`src/rtl/mips_lsu_pkg.sv`:
```
// Shared definitions for the MIPS Avalon load/store unit: op codes, FSM states
// and the request legality/alignment helpers.
package mips_lsu_pkg;

  localparam logic [2:0] OP_LB  = 3'd0;
  localparam logic [2:0] OP_LH  = 3'd1;
  localparam logic [2:0] OP_LW  = 3'd2;
  localparam logic [2:0] OP_LBU = 3'd4;
  localparam logic [2:0] OP_LHU = 3'd5;

  typedef enum logic [1:0] {
    ST_IDLE = 2'd0,
    ST_BUS  = 2'd1,
    ST_RESP = 2'd2
  } lsu_state_e;

  function automatic logic op_is_legal(input logic [2:0] op);
    return (op == OP_LB) || (op == OP_LH) || (op == OP_LW) ||
           (op == OP_LBU) || (op == OP_LHU);
  endfunction

  function automatic logic is_misaligned(input logic [2:0] op, input logic [1:0] offset);
    logic bad;
    bad = 1'b0;
    case (op)
      OP_LH, OP_LHU: bad = offset[0];
      OP_LW:         bad = (offset != 2'b00);
      default:       bad = 1'b0;
    endcase
    return bad;
  endfunction

endpackage

```
`src/rtl/mips_lsu_lane.sv`:
```
// Byte-lane steering: store byteenable/replicated writedata and load-data
// extraction with sign or zero extension.
module mips_lsu_lane
  import mips_lsu_pkg::*;
(
  input  logic [2:0]  op,
  input  logic [1:0]  offset,
  input  logic [31:0] wdata,
  input  logic [31:0] readdata,
  output logic [3:0]  byteenable,
  output logic [31:0] writedata,
  output logic [31:0] load_data
);

  logic [31:0] shifted;

  assign shifted = readdata >> {offset, 3'b000};

  always_comb begin
    byteenable = 4'b0000;
    writedata  = wdata;
    load_data  = 32'd0;
    case (op)
      OP_LB, OP_LBU: begin
        byteenable = 4'b0001 << offset;
        writedata  = {4{wdata[7:0]}};
      end
      OP_LH, OP_LHU: begin
        byteenable = 4'b0011 << offset;
        writedata  = {2{wdata[15:0]}};
      end
      OP_LW: begin
        byteenable = 4'b1111;
        writedata  = wdata;
      end
      default: begin
        byteenable = 4'b0000;
        writedata  = wdata;
      end
    endcase
    case (op)
      OP_LB:   load_data = {{24{shifted[7]}}, shifted[7:0]};
      OP_LBU:  load_data = {24'd0, shifted[7:0]};
      OP_LH:   load_data = {{16{shifted[15]}}, shifted[15:0]};
      OP_LHU:  load_data = {16'd0, shifted[15:0]};
      OP_LW:   load_data = readdata;
      default: load_data = 32'd0;
    endcase
  end

endmodule

```
`src/rtl/mips_avalon_lsu.sv`:
```
// Load/store unit: accepts one core request at a time, runs it as a single
// word-aligned Avalon-MM transfer and returns a one-cycle response.
module mips_avalon_lsu
  import mips_lsu_pkg::*;
#(
  parameter int WAIT_CNT_WIDTH = 16
) (
  input  logic                      clk,
  input  logic                      rst,
  input  logic                      req_valid,
  output logic                      req_ready,
  input  logic                      req_write,
  input  logic [2:0]                req_op,
  input  logic [31:0]               req_addr,
  input  logic [31:0]               req_wdata,
  output logic                      resp_valid,
  output logic [31:0]               resp_rdata,
  output logic                      resp_err,
  output logic [31:0]               avm_address,
  output logic                      avm_read,
  output logic                      avm_write,
  output logic [31:0]               avm_writedata,
  output logic [3:0]                avm_byteenable,
  input  logic                      avm_waitrequest,
  input  logic [31:0]               avm_readdata,
  output logic [WAIT_CNT_WIDTH-1:0] stall_cycles
);

  lsu_state_e  state, state_next;
  logic        write_q;
  logic        err_q;
  logic [2:0]  op_q;
  logic [1:0]  offset_q;
  logic [31:0] rdata_q;

  logic [2:0]  lane_op;
  logic [1:0]  lane_offset;
  logic [3:0]  lane_be;
  logic [31:0] lane_wdata;
  logic [31:0] lane_load;
  logic        req_bad;
  logic        accept;
  logic        bus_done;

  // In IDLE the lanes look at the incoming request so the bus outputs can be
  // registered on the accept edge; afterwards they use the latched request.
  assign lane_op     = (state == ST_IDLE) ? req_op : op_q;
  assign lane_offset = (state == ST_IDLE) ? req_addr[1:0] : offset_q;

  mips_lsu_lane u_lane (
    .op         (lane_op),
    .offset     (lane_offset),
    .wdata      (req_wdata),
    .readdata   (avm_readdata),
    .byteenable (lane_be),
    .writedata  (lane_wdata),
    .load_data  (lane_load)
  );

  assign req_bad  = !op_is_legal(req_op) || is_misaligned(req_op, req_addr[1:0]);
  assign accept   = (state == ST_IDLE) && req_valid;
  assign bus_done = (state == ST_BUS) && !avm_waitrequest;

  always_comb begin
    state_next = state;
    case (state)
      ST_IDLE: if (req_valid) state_next = req_bad ? ST_RESP : ST_BUS;
      ST_BUS:  if (!avm_waitrequest) state_next = ST_RESP;
      ST_RESP: state_next = ST_IDLE;
      default: state_next = ST_IDLE;
    endcase
  end

  always_ff @(posedge clk or posedge rst) begin
    if (rst) begin
      state          <= ST_IDLE;
      write_q        <= 1'b0;
      err_q          <= 1'b0;
      op_q           <= 3'd0;
      offset_q       <= 2'd0;
      rdata_q        <= 32'd0;
      avm_address    <= 32'd0;
      avm_read       <= 1'b0;
      avm_write      <= 1'b0;
      avm_writedata  <= 32'd0;
      avm_byteenable <= 4'd0;
    end else begin
      state <= state_next;
      if (accept) begin
        write_q  <= req_write;
        op_q     <= req_op;
        offset_q <= req_addr[1:0];
        rdata_q  <= 32'd0;
        err_q    <= req_bad;
        if (!req_bad) begin
          avm_address    <= {req_addr[31:2], 2'b00};
          avm_read       <= !req_write;
          avm_write      <= req_write;
          avm_writedata  <= lane_wdata;
          avm_byteenable <= lane_be;
        end
      end
      if (bus_done) begin
        avm_read  <= 1'b0;
        avm_write <= 1'b0;
        if (!write_q) rdata_q <= lane_load;
      end
    end
  end

  always_ff @(posedge clk or posedge rst) begin
    if (rst) begin
      stall_cycles <= '0;
    end else if ((avm_read || avm_write) && avm_waitrequest && (stall_cycles != '1)) begin
      stall_cycles <= stall_cycles + 1'b1;
    end
  end

  assign req_ready  = (state == ST_IDLE);
  assign resp_valid = (state == ST_RESP);
  assign resp_err   = (state == ST_RESP) && err_q;
  assign resp_rdata = (state == ST_RESP) ? rdata_q : 32'd0;

endmodule

```
`config.mk`:
```
export PLATFORM = sky130hd
export DESIGN_NAME = mips_avalon_lsu
export DESIGN_NICKNAME = d
export VERILOG_FILES = /design/src/rtl/mips_lsu_pkg.sv /design/src/rtl/mips_lsu_lane.sv /design/src/rtl/mips_avalon_lsu.sv
export SDC_FILE = /design/constraint.sdc
export NUM_CORES = 1
export LEC_CHECK = 0
export CAP_MARGIN = 10
export CORE_UTILIZATION = 35
export CTS_BUF_LIST = sky130_fd_sc_hd__clkbuf_8 sky130_fd_sc_hd__clkbuf_16
export DETAILED_ROUTE_END_ITERATION = 12
export DONT_BUFFER_PORTS = 1
export PLACE_DENSITY = 0.49
export REMOVE_ABC_BUFFERS = 1
export SLEW_MARGIN = 30
export SYNTH_ARGS = -nofsm -noshare
export SYNTH_HDL_FRONTEND = slang
export SYNTH_HIERARCHICAL = 1
export SYNTH_SLANG_ARGS = --single-unit
```
`constraint.sdc`:
```
create_clock -name clk -period 4.75 [get_ports clk]
set_clock_uncertainty 0.2 [all_clocks]
set_input_delay 0.7125 -clock clk [delete_from_list [all_inputs] [get_ports clk]]
set_output_delay 0.7125 -clock clk [all_outputs]
set_load 0.03 [all_outputs]
```
==> metrics.txt <==
Max-slew headroom 0.3877; total congestion overflow 0; Max Buffers Root-to-Sink 2; synthesized cell area 6588 µm²; maximum clock rate approximately 310 MHz; Num CTS Buffers 17; first-pass iteration count of the detailed router 9; total number of placement rows 49; Initial Util 0.3618; violated checks design-rule violations; CTS Sinks approximately 130; Post-synth top cells 299 x sky130_fd_sc_hd__nand2_1, 125 x sky130_fd_sc_hd__dfrtp_1, 41 x sky130_fd_sc_hd__o21ai_0; class of the most critical setup path reg2reg; fin area around 7300 µm²; largest net degree at the start of global routing 82; min cycle time layout about 3.2 ns; Total Wirelength 17.55 mm; width of the chip between 100 and 150 µm; area added between synthesis and finish 10.85%; sequential area share after synthesis 0.4748; leading cell type by number of instances after synthesis sky130_fd_sc_hd__nand2_1; cell types occupying the most area after synthesis sky130_fd_sc_hd__dfrtp_1 47%, sky130_fd_sc_hd__nand2_1 17%, sky130_fd_sc_hd__mux2_2 5.5%; post-route setup TNS 0 ns; routability-driven placement congestion ratio between 0.8 and 0.9; CP required around 5 ns; Resized cells post-CTS 0; arrival time at the worst endpoint approximately 3.4 ns; number of hold violations in the final report 0; initial antenna violation count 0; number of global-route vias before repair ~5000; root buffer selected by CTS sky130_fd_sc_hd__clkbuf_16; area leader, netlist sky130_fd_sc_hd__dfrtp_1; share of final-layout standard cells stronger than drive strength 1 0.1218; CTS hold repair buffers 0; number of warnings printed during yosys synthesis 6; Die Outline Area between 15000 and 20000 µm²; Final nets between 800 and 900; placed cell count between 900 and 1000; CTS tree done; max-slew violations 0; sequential cell area 3128 µm²; share of the core filled with cells 0.4010; aggregate global-route resource usage 0.1857; Final ANT Viol Nets 0; period utilisation layout 0.6778; max-capacitance violation count 0; first-iteration detailed-routing DRC count approximately 280; Placed Area 6683 µm²; synthesis-stage register bit count about 130; Worst-Skew Late Latency slightly above 0.4 ns; path class of the lowest-slack min-delay path in2async; share of flip-flops with an asynchronous set or reset after synthesis 1.000; IO Count between 200 and 250; number of H-tree branching levels 4; post-CTS setup-driven buffer insertion count 0; post-detailed-placement half-perimeter wirelength 12.48 mm; Residual DRC 12; Core Box Area about 18000 µm²; P per Cell Area approximately 590 nW/µm²; leading register cell type out of synthesis sky130_fd_sc_hd__dfrtp_1; total area of multi-input combinational cells between 3000 and 4000 µm²; RSZ-0062 raised after global routing false; Static Leak ~3.3 nW; Via density between 5 and 6; kind of capture point of the worst setup path flop; hold slack final 0.09513 ns; fraction of synthesized cell area taken by the top area cell type 0.4748; clock slew at reported path FFs ~0.070 ns; Tightest Pin Transition a little over 0.9 ns; VDD IR-drop max roughly 270 µV; count of flip-flops with a built-in enable after synthesis 0; number of fill cells about 1900; result of the run finished with violations; post-synthesis instance total about 750; Post-Layout Cell Count 960; Worst setup SP type flop; antenna fix cells 0; Max FO, Critical Path 19; global-route wire length before repair around 28 mm; number of different library cells in the post-synthesis netlist 57; per-instance average area after synthesis 8.807 µm²; final setup vio count 0; vias just over 5000; wire length per cell about 18 µm; number of I/O port buffers 0; Die Height roughly 140 µm
[flip-flops by register name (all words and copies together) (netlist names)]
name            count
avm_byteenable      4
op_q                3
write_q             1
stall_cycles       16
err_q               1
rdata_q            32
avm_writedata      32
state               2
avm_address        30
offset_q            2
avm_read            1
avm_write           1
[layout make-up]
class / instances / area share
clock buffer: 17 / 0.05826
clock inverter: 15 / 0.02570
inverter: 3 / 0.002228
multi-input combinational: 562 / 0.4342
sequential: 125 / 0.4284
tap: 229 / 0.03924
timing repair buffer: 9 / 0.01199
[per-stage QoR]
step / setup WS [ns] / total power, W
floorplan: 0.5099 / 0.002705
global placement: 1.421 / 0.002947
detailed placement: 1.371 / 0.002983
CTS: 1.362 / 0.004352
global route: 1.309 / 0.004552
finish: 1.531 / 0.004298
[critical path, stage by stage, from the launching register on]
cell,delay [ns]
sky130_fd_sc_hd__dfrtp_1,0.44
sky130_fd_sc_hd__nor2_1,0.35
sky130_fd_sc_hd__buf_4,0.26
sky130_fd_sc_hd__mux2_2,0.55
sky130_fd_sc_hd__nor2b_1,0.64
sky130_fd_sc_hd__a21o_1,0.35
sky130_fd_sc_hd__a221o_1,0.19
sky130_fd_sc_hd__nand2_1,0.04
sky130_fd_sc_hd__o21ai_0,0.09
[worst paths after layout]
path / from / end / slack (ns) / cells past startpoint
setup / recovery: state[0] / rdata_q[8] / 1.53 / 8
min in group clk: req_write / avm_read / 0.18 / 1
hold / removal: rst / avm_address[17] / 0.1 / 1
max in group asynchronous: rst / avm_address[21] / 3.43 / 2
setup reg to reg: state[0] / rdata_q[8] / 1.53 / 8
hold reg to reg: err_q / err_q / 0.30 / 2
[cell usage in the layout (no fill, tap or decap), types with 3 or more instances in the layout]
cell,instances
sky130_fd_sc_hd__mux2_2,32
sky130_fd_sc_hd__mux2_1,3
sky130_fd_sc_hd__nor2_1,9
sky130_fd_sc_hd__o21ai_0,41
sky130_fd_sc_hd__buf_4,8
sky130_fd_sc_hd__nor2b_1,5
sky130_fd_sc_hd__o2bb2ai_1,14
sky130_fd_sc_hd__a21oi_1,4
sky130_fd_sc_hd__nand3_1,10
sky130_fd_sc_hd__and2_1,35
sky130_fd_sc_hd__o31ai_1,3
sky130_fd_sc_hd__mux2i_1,9
sky130_fd_sc_hd__xor2_1,7
sky130_fd_sc_hd__xnor2_1,8
sky130_fd_sc_hd__o211ai_1,16
sky130_fd_sc_hd__dfrtp_1,125
sky130_fd_sc_hd__nor4_1,4
sky130_fd_sc_hd__inv_8,8
sky130_fd_sc_hd__nor3b_1,4
sky130_fd_sc_hd__and4_1,3
sky130_fd_sc_hd__inv_6,5
sky130_fd_sc_hd__a22oi_1,7
sky130_fd_sc_hd__clkbuf_16,17
sky130_fd_sc_hd__a221o_1,7
sky130_fd_sc_hd__nand4_1,6
sky130_fd_sc_hd__nand2_1,299
[cells by family (layout without fill, tap and decap cells)]
kind of cell,Yosys count,count (layout),synth area share
AO/OA/AOI/OAI,104,104,0.1115
buffers and inverters,62,44,0.04957
flip-flops,125,125,0.4748
adder cells (fa/ha/maj),1,1,0.001899
AND/OR/NAND/NOR,395,395,0.2648
XOR/XNOR,15,15,0.01994
multiplexers,45,45,0.07692
other,1,2,0.0005693
[metal layers]
metal / global-route usage / up-vias / wire [µm]
met5: 0 / - / 0
met4: 0.04737 / 0 / 165
met3: 0.08598 / 15 / 1947
met2: 0.3036 / 180 / 8184
met1: 0.2204 / 2415 / 7247
li1: - / 2435 / -
[where the power goes]
group | leakage (nW) | total [W] | internal [W] | switching [W]
combinational | 1.43 | 0.000896 | 0.000353 | 0.000543
sequential | 1.62 | 0.00206 | 0.00134 | 0.000719
clock | 0.304 | 0.00135 | 0.000764 | 0.000581
total | 3.35 | 0.00430 | 0.00245 | 0.00184
No activity file was read; power rests on OpenSTA's default activity.
